**src/rtl/i2c_txn_sequencer.sv**
```systemverilog
// Breaks one whole I2C transaction into START / ADDR / DATA|READ xN / STOP commands
// for I2C_Master, running the per-command ready/strobe handshake and a ready watchdog.
module i2c_txn_sequencer #(
  parameter int LEN_W     = 4,
  parameter int TIMEOUT_W = 16,
  parameter int TIMEOUT   = 50000
) (
  input  logic             clk,
  input  logic             reset,
  input  logic             req_valid,
  output logic             req_ready,
  input  logic [6:0]       req_addr,
  input  logic             req_rw,
  input  logic [LEN_W-1:0] req_len,
  input  logic [7:0]       wr_data,
  input  logic             wr_valid,
  output logic             wr_ready,
  output logic [7:0]       rd_data,
  output logic             rd_valid,
  output logic             done,
  output logic             err,
  output logic             busy,
  output logic             m_start,
  output logic             m_stop,
  output logic             m_i2c_en,
  output logic [7:0]       m_tx_data,
  input  logic [7:0]       m_rx_data,
  input  logic             m_ready
);

  typedef enum logic [2:0] {
    S_IDLE,
    S_START,
    S_ADDR,
    S_WDATA,
    S_RDATA,
    S_STOP
  } state_t;

  // Each command walks RDY (wait for master idle) -> EN (strobe until accepted) -> WAIT.
  typedef enum logic [1:0] {
    P_RDY,
    P_EN,
    P_WAIT
  } phase_t;

  state_t               state, state_n;
  phase_t               phase, phase_n;
  logic                 rw_q, rw_n;
  logic [LEN_W-1:0]     cnt_q, cnt_n;
  logic [7:0]           tx_q, tx_n;
  logic [TIMEOUT_W-1:0] wd_q, wd_n;
  logic                 err_q, err_n;
  logic                 done_q, done_n;
  logic                 rdv_q, rdv_n;
  logic [7:0]           rdd_q, rdd_n;

  logic active;
  logic stuck;
  logic timeout;
  logic wr_take;
  logic issue_go;

  always_ff @(posedge clk or negedge reset) begin
    if (!reset) begin
      state  <= S_IDLE;
      phase  <= P_RDY;
      rw_q   <= 1'b0;
      cnt_q  <= '0;
      tx_q   <= 8'h00;
      wd_q   <= '0;
      err_q  <= 1'b0;
      done_q <= 1'b0;
      rdv_q  <= 1'b0;
      rdd_q  <= 8'h00;
    end else begin
      state  <= state_n;
      phase  <= phase_n;
      rw_q   <= rw_n;
      cnt_q  <= cnt_n;
      tx_q   <= tx_n;
      wd_q   <= wd_n;
      err_q  <= err_n;
      done_q <= done_n;
      rdv_q  <= rdv_n;
      rdd_q  <= rdd_n;
    end
  end

  // The watchdog only runs while m_ready sits at the wrong level for the current phase;
  // waiting on wr_valid with the master idle is not a stall it cares about.
  always_comb begin
    active   = (state != S_IDLE);
    stuck    = active && (((phase == P_RDY)  && !m_ready) ||
                          ((phase == P_EN)   &&  m_ready) ||
                          ((phase == P_WAIT) && !m_ready));
    timeout  = stuck && (wd_q == TIMEOUT_W'(TIMEOUT - 1));
    wr_take  = (state == S_WDATA) && (phase == P_RDY) && m_ready && wr_valid;
    issue_go = (phase == P_RDY) && m_ready && ((state != S_WDATA) || wr_valid);
  end

  always_comb begin
    state_n = state;
    phase_n = phase;
    rw_n    = rw_q;
    cnt_n   = cnt_q;
    tx_n    = tx_q;
    wd_n    = stuck ? (wd_q + TIMEOUT_W'(1)) : '0;
    err_n   = err_q;
    done_n  = 1'b0;
    rdv_n   = 1'b0;
    rdd_n   = rdd_q;

    if (state == S_IDLE) begin
      wd_n = '0;
      if (req_valid) begin
        rw_n    = req_rw;
        cnt_n   = req_len;
        tx_n    = {req_addr, req_rw};
        err_n   = 1'b0;
        state_n = S_START;
        phase_n = P_RDY;
      end
    end else if (timeout) begin
      // A stall during STOP itself gives up straight to IDLE rather than retrying.
      err_n   = 1'b1;
      wd_n    = '0;
      phase_n = P_RDY;
      if (state == S_STOP) begin
        state_n = S_IDLE;
        done_n  = 1'b1;
      end else begin
        state_n = S_STOP;
      end
    end else begin
      case (phase)
        P_RDY: begin
          if (issue_go) begin
            phase_n = P_EN;
            wd_n    = '0;
            if (state == S_WDATA) tx_n = wr_data;
          end
        end
        P_EN: begin
          if (!m_ready) begin
            phase_n = P_WAIT;
            wd_n    = '0;
          end
        end
        P_WAIT: begin
          if (m_ready) begin
            phase_n = P_RDY;
            wd_n    = '0;
            case (state)
              S_START: state_n = S_ADDR;
              S_ADDR: begin
                if (cnt_q == '0)  state_n = S_STOP;
                else if (rw_q)    state_n = S_RDATA;
                else              state_n = S_WDATA;
              end
              S_WDATA, S_RDATA: begin
                cnt_n = cnt_q - LEN_W'(1);
                if (state == S_RDATA) begin
                  rdv_n = 1'b1;
                  rdd_n = m_rx_data;
                end
                if (cnt_q == LEN_W'(1)) state_n = S_STOP;
              end
              S_STOP: begin
                state_n = S_IDLE;
                done_n  = 1'b1;
              end
              default: state_n = S_IDLE;
            endcase
          end
        end
        default: phase_n = P_RDY;
      endcase
    end
  end

  // Command fields come straight from state so they hold steady through EN and WAIT.
  always_comb begin
    req_ready = (state == S_IDLE);
    busy      = active;
    m_i2c_en  = active && (phase == P_EN);
    m_start   = (state == S_START) || (state == S_RDATA);
    m_stop    = (state == S_STOP)  || (state == S_RDATA);
    m_tx_data = tx_q;
    wr_ready  = wr_take;
    rd_data   = rdd_q;
    rd_valid  = rdv_q;
    done      = done_q;
    err       = err_q;
  end

endmodule

```
**config.mk**
```make
export PLATFORM = sky130hd
export DESIGN_NAME = i2c_txn_sequencer
export DESIGN_NICKNAME = d
export VERILOG_FILES = /design/src/rtl/i2c_txn_sequencer.sv
export SDC_FILE = /design/constraint.sdc
export NUM_CORES = 1
export LEC_CHECK = 0
export ABC_AREA = 1
export CORE_UTILIZATION = 54
export CTS_CLUSTER_DIAMETER = 60
export DETAILED_ROUTE_END_ITERATION = 10
export GPL_TIMING_DRIVEN = 0
export PLACE_DENSITY = 0.9
export SLEW_MARGIN = 10
export SYNTH_ARGS = -nofsm -noshare
export SYNTH_HDL_FRONTEND = slang
export SYNTH_SLANG_ARGS = --single-unit
```
**constraint.sdc**
```tcl
create_clock -name clk -period 2.6 [get_ports clk]
set_input_delay 0.78 -clock clk [delete_from_list [all_inputs] [get_ports clk]]
set_output_delay 0.78 -clock clk [all_outputs]
set_load 0.01 [all_outputs]
```
* Word level (Yosys, flattened, before mapping)
Index checks and enable logic that the tools add are counted.
** Cells by class
- $add $sub $neg :: 2
- Equal/unequal tests :: 16
- Mux-type cells :: 50
- Bitwise logic cells :: 2
- Reductions and logical operators :: 38
** Operator list (count)
- $mux 16 :: 6
- $mux 8 :: 6
- $pmux 16 s3 :: 1
- $mux 3 :: 9
- $mux 4 :: 6
- $add 16x1->16 const B :: 1
- $eq 16x16->1 const B :: 1
- $ne 4x4->1 const B :: 4
- $mux 1 :: 14
- $reduce_bool 2->1 :: 7
- $mux 2 :: 6
- $logic_and 1x1->1 :: 11
- $reduce_and 5->1 :: 2
- $pmux 3 s3 :: 1
- $reduce_bool 3->1 :: 3
- $reduce_and 4->1 :: 2
- $eq 3x2->1 const B :: 2
- $eq 3x3->1 const B :: 2
- $pmux 2 s3 :: 1
- $reduce_and 6->1 :: 1
- $logic_or 1x1->1 :: 5
- $eq 4x1->1 const B :: 1
- $logic_not 4->1 :: 1
- $ne 2x2->1 const B :: 2
- other kinds (11) :: 13
** Storage, ports and cells
- Register bits after elaboration :: 45
- Input port bits :: 33
- Output and inout port bits :: 25

* Logic depth before layout (Yosys ltp)
- Word-level depth :: 10
- Mapped depth :: 11
- Mapped depth without buffers :: 11

* Worst setup path before layout
Ideal clock, no wire load.
- Path type :: register to output
- Start point :: register state[0]
- End point :: output port m_i2c_en
- Data arrival time :: 1195 ps
- Data required time :: 1820 ps
- Slack :: 625 ps
- Cell stages (with the launch flop) :: 7
- Path buffers :: 2
- Cell sequence :: dfrtp_1 nor2_2 nand2_2 buf_6 inv_2 buf_4 nor3_1
** Between the ends
- Cells in the longest elaborated chain, start to end :: 2
** RTL lines
- start: declaration :: RTL line 47 : state_t state, state_n;
- start signal: assignment :: RTL line 77 : state <= state_n;
- $reduce_bool 3->1 :: RTL line 93 : active = (state != S_IDLE);
- $logic_and 1x1->1 :: RTL line 186 : m_i2c_en = active && (phase == P_EN);
- end: declaration :: RTL line 25 : output logic m_i2c_en,
No other way between the ends.

* Worst setup path in the final report
- Start point :: input port wr_valid
- End point :: output port wr_ready
** Between the ends
- Cells in the longest elaborated chain, start to end :: 1
** RTL lines
- start: declaration :: RTL line 16 : input logic wr_valid,
- $logic_and 1x1->1 :: RTL line 98 : wr_take = (state == S_WDATA) && (phase == P_RDY) && m_ready && wr_valid;
- end: declaration :: RTL line 17 : output logic wr_ready,
No other way between the ends.

==> metrics.md <==
| Metric | Value |
|---|---|
| Status | `completed` |
| Crit path launch type | `input pin` |
| Sequential area share after synthesis | `0.451` |
| Via count | `roughly 2300` |
| Die Width | `70.0 µm` |
| Reg2reg path depth | `8` |
| Worst hold path class | `input pin to async pin` |
| Total CTS buffers | `5` |
| Crit path required time | `between 1.5 and 2 ns` |
| Pleak | `1.53 nW` |
| Largest cells by area after synthesis | `dfrtp_1 45%, nand2_1 16%, inv_1 5.9%, nor2_1 5.4%, o21ai_0 4.0%` |
| Net Count, Synth | `around 360` |
| First-pass GRT wire length | `around 10000 µm` |
| Worst path depth | `4` |
| Met1 wire length | `between 2000 and 2500 µm` |
| DRT antenna net count | `0` |
| Final GP Congestion | `around 0.92` |
| Total congestion overflow | `0` |
| # rows | `24` |
| Placed Area | `approximately 3100 µm²` |
| Hold Fails Final Rpt | `0` |
| Total GRT Usage | `0.249` |
| Clock transition at path regs | `approximately 0.090 ns` |
| IR drop worst, VDD | `586 µV` |
| DP HPWL | `about 4200 µm` |
| Top Ports | `58` |
| Fin crit share | `0.976` |
| Layout area overhead | `30.4%` |
| Clock tree buffer depth | `2` |
| Vias per cell | `about 5.2` |
| Slew headroom | `0.728` |
| Root Driver | `clkbuf_8` |
| Main synth FF type | `dfrtp_1` |
| Critical path cell sequence | `clkdlybuf4s50_1 -> nand3_2 -> nor2_1 -> dlygate4sd2_1` |
| Clock skew | `slightly above 0.005 ns` |
| RSZ-0062 raised after global routing | `no` |
| Clk_lat worst skew | `approximately 0.3 ns` |
| Largest net degree at the start of global routing | `34` |
| Clock Sink Count | `45` |
| Post_cts resized | `10` |
| Post-Synth Adder-Cell Area | `0.0201` |
| Routed length per placed instance | `around 13 µm` |
| Layout cells sized above 1 | `0.0944` |
| Final wirelength | `5680 µm` |
| Synth area leader | `dfrtp_1` |
| Worst EP arrival | `between 1.5 and 2 ns` |
| Synth Area in Compound Gates | `0.101` |
| Core area | `4380 µm²` |
| Power, Total | `between 3 and 4 mW` |
| Fmax | `~400 MHz` |
| Final setup violation count | `0` |
| Crit Reg-Reg Startpoint | `wd_q[0]` |
| Final instance area | `between 3000 and 4000 µm²` |
| I/O Buffers | `57` |
| Drt drc | `0` |
| Max layer used | `met4` |
| CP Capture Point | `wr_ready` |
| Met2 Routed Length | `approximately 2800 µm` |
| Post-layout minimum cycle time | `approximately 2.5 ns` |
| Max Cap Viol | `0` |
| Avg Inst Size Synth | `between 7 and 8 µm²` |
| First-pass DRT Iterations | `4` |
| Worst R2R Setup Slack | `between 0.7 and 0.8 ns` |
| Number of synthesized flops with an enable pin | `0` |
| Initial DRC Count | `about 110` |
| Top-area cell type share of the netlist area | `0.451` |
| Async SR Flop Fraction | `1.00` |
| Crit. Startpoint | `wr_valid` |
| Syn. warnings | `0` |
| Wire length on met3 | `approximately 220 µm` |
| Slew @ Worst Pin | `between 0.4 and 0.5 ns` |
| Slowest cell on crit path | `clkdlybuf4s50_1` |
| Simple-gate share of the synthesized area | `0.326` |
| Die Area | `~5000 µm²` |
| Crit path kind | `input pin to output pin` |
| Mux cell area share after synthesis | `0` |
| Synthesized cell area | `between 2000 and 2500 µm²` |
| Slowest stage delay, CP | `~0.48 ns` |
| Power per Cell Area | `between 900 and 1000 nW/µm²` |
| Initial antenna violation count | `0` |
| Yosys cell types | `28` |
| Crit. End Element | `output pin` |
| N_diodes | `0` |
| Fill cell count | `between 300 and 400` |
| CTS tree | `yes` |
| Die Y | `around 70 µm` |
| Crit Path Max Fanout | `3` |
| Post-CTS setup buffers | `0` |
| Post-cts hold buffer count | `0` |
| H-tree depth | `2` |
| Post-Syn Instances | `~330` |
| Reg-to-reg endpoint | `state[2]` |
| Number of global-route vias before repair | `approximately 2300` |
| Fin nets | `approximately 430` |
| Initial Util | `0.569` |
| WP buf/inv | `2` |
| Crit path max-delay family | `buffers and inverters` |
| Main combinational cell family by area after synthesis | `simple AND/OR/NAND/NOR gates` |
| Yosys reg bits | `45` |
| Post-Synth XOR/XNOR Area | `0.0211` |
| Slew Limit Fails | `0` |
## worst register-to-register path, delay by kind of cell (launching register included)
kind	cells	cell delay (ns)
and+or+nand+nor	5	0.80
DFF	1	0.36
adders and majority gates	1	0.18
AOI/OAI and AO/OA	2	0.37
## layout by cell type, fill, tap and decap left out, drive strengths merged, types with 7 or more instances in the layout
cell / count
nand2: 107
clkdlybuf4s50: 51
dfrtp: 45
nor2: 43
inv: 41
o21ai: 23
nand3: 19
nor3: 11
a31oi: 9
a21oi: 7
buf: 7
## where the power goes
group / internal [mW] / switching, mW
sequential: 0.905 / 0.131
combinational: 0.692 / 0.870
clock: 0.280 / 0.237
total: 1.88 / 1.24
## Yosys cell counts (5+ instances only)
| cell | n |
|---|---|
| a21oi_1 | 6 |
| a31oi_1 | 9 |
| dfrtp_1 | 45 |
| inv_1 | 39 |
| nand2_1 | 104 |
| nand3_1 | 19 |
| nand4_1 | 5 |
| nor2_1 | 36 |
| nor3_1 | 7 |
| o21ai_0 | 20 |
## cells by family after synthesis
kind of cell,after synthesis
flops,45
buf+inv,46
xor+xnor,6
fa+ha+maj,4
compound gates,41
simple gates,185
## metal layers
metal | global-route usage | vias up
li1 | - | 1165
met1 | 0.307 | 1090
met2 | 0.427 | 58
met3 | 0.0519 | 13
met4 | 0.0956 | 0
met5 | 0 | -
## worst min-delay path by stage
| stage | slack [ns] | startpoint | to | depth (start not counted) |
|---|---|---|---|---|
| final | 0.36 | reset | wd_q[2] | 1 |
| after global routing | 0.38 | reset | wd_q[2] | 1 |
| after CTS | 0.37 | reset | wd_q[2] | 1 |
| after detailed placement | 0.46 | rd_data[1] | rd_data[1] | 2 |
| after global placement | 0.45 | rd_data[2] | rd_data[2] | 2 |
| after floorplan | 0.48 | reset | cnt_q[0] | 0 |
## sequential cells by signal (all words and copies together) (netlist names)
name,cells
cnt_q,4
done,1
err,1
m_tx_data,8
phase,2
rd_data,8
rd_valid,1
rw_q,1
state,3
wd_q,16
## area by class of cell
class	instances	area, µm²	share of cell area
Buffer	5	52.6	0.0161
Clock buffer	5	68.8	0.0211
Clock inverter	2	35.0	0.0108
Inverter	41	159	0.0488
Multi-Input combinational cell	236	1170	0.360
Sequential cell	45	1130	0.346
Tap cell	52	65.1	0.0200
Timing Repair Buffer	58	576	0.177
## through the flow
step           cells  TNS, ns  hold slack, ns  worst slack, ns  utilization
2_1_floorplan    327        0           0.484            0.625            -
3_3_place_gp     436   -21.47           0.453           -0.472        0.714
3_5_place_dp     437   -0.325           0.458           -0.325        0.718
4_1_cts          444        0           0.369           0.0584        0.743
5_1_grt          444        0           0.376           0.0252        0.743
6_report         444        0           0.363           0.0634        0.743
No activity file was read; power rests on OpenSTA's default activity.
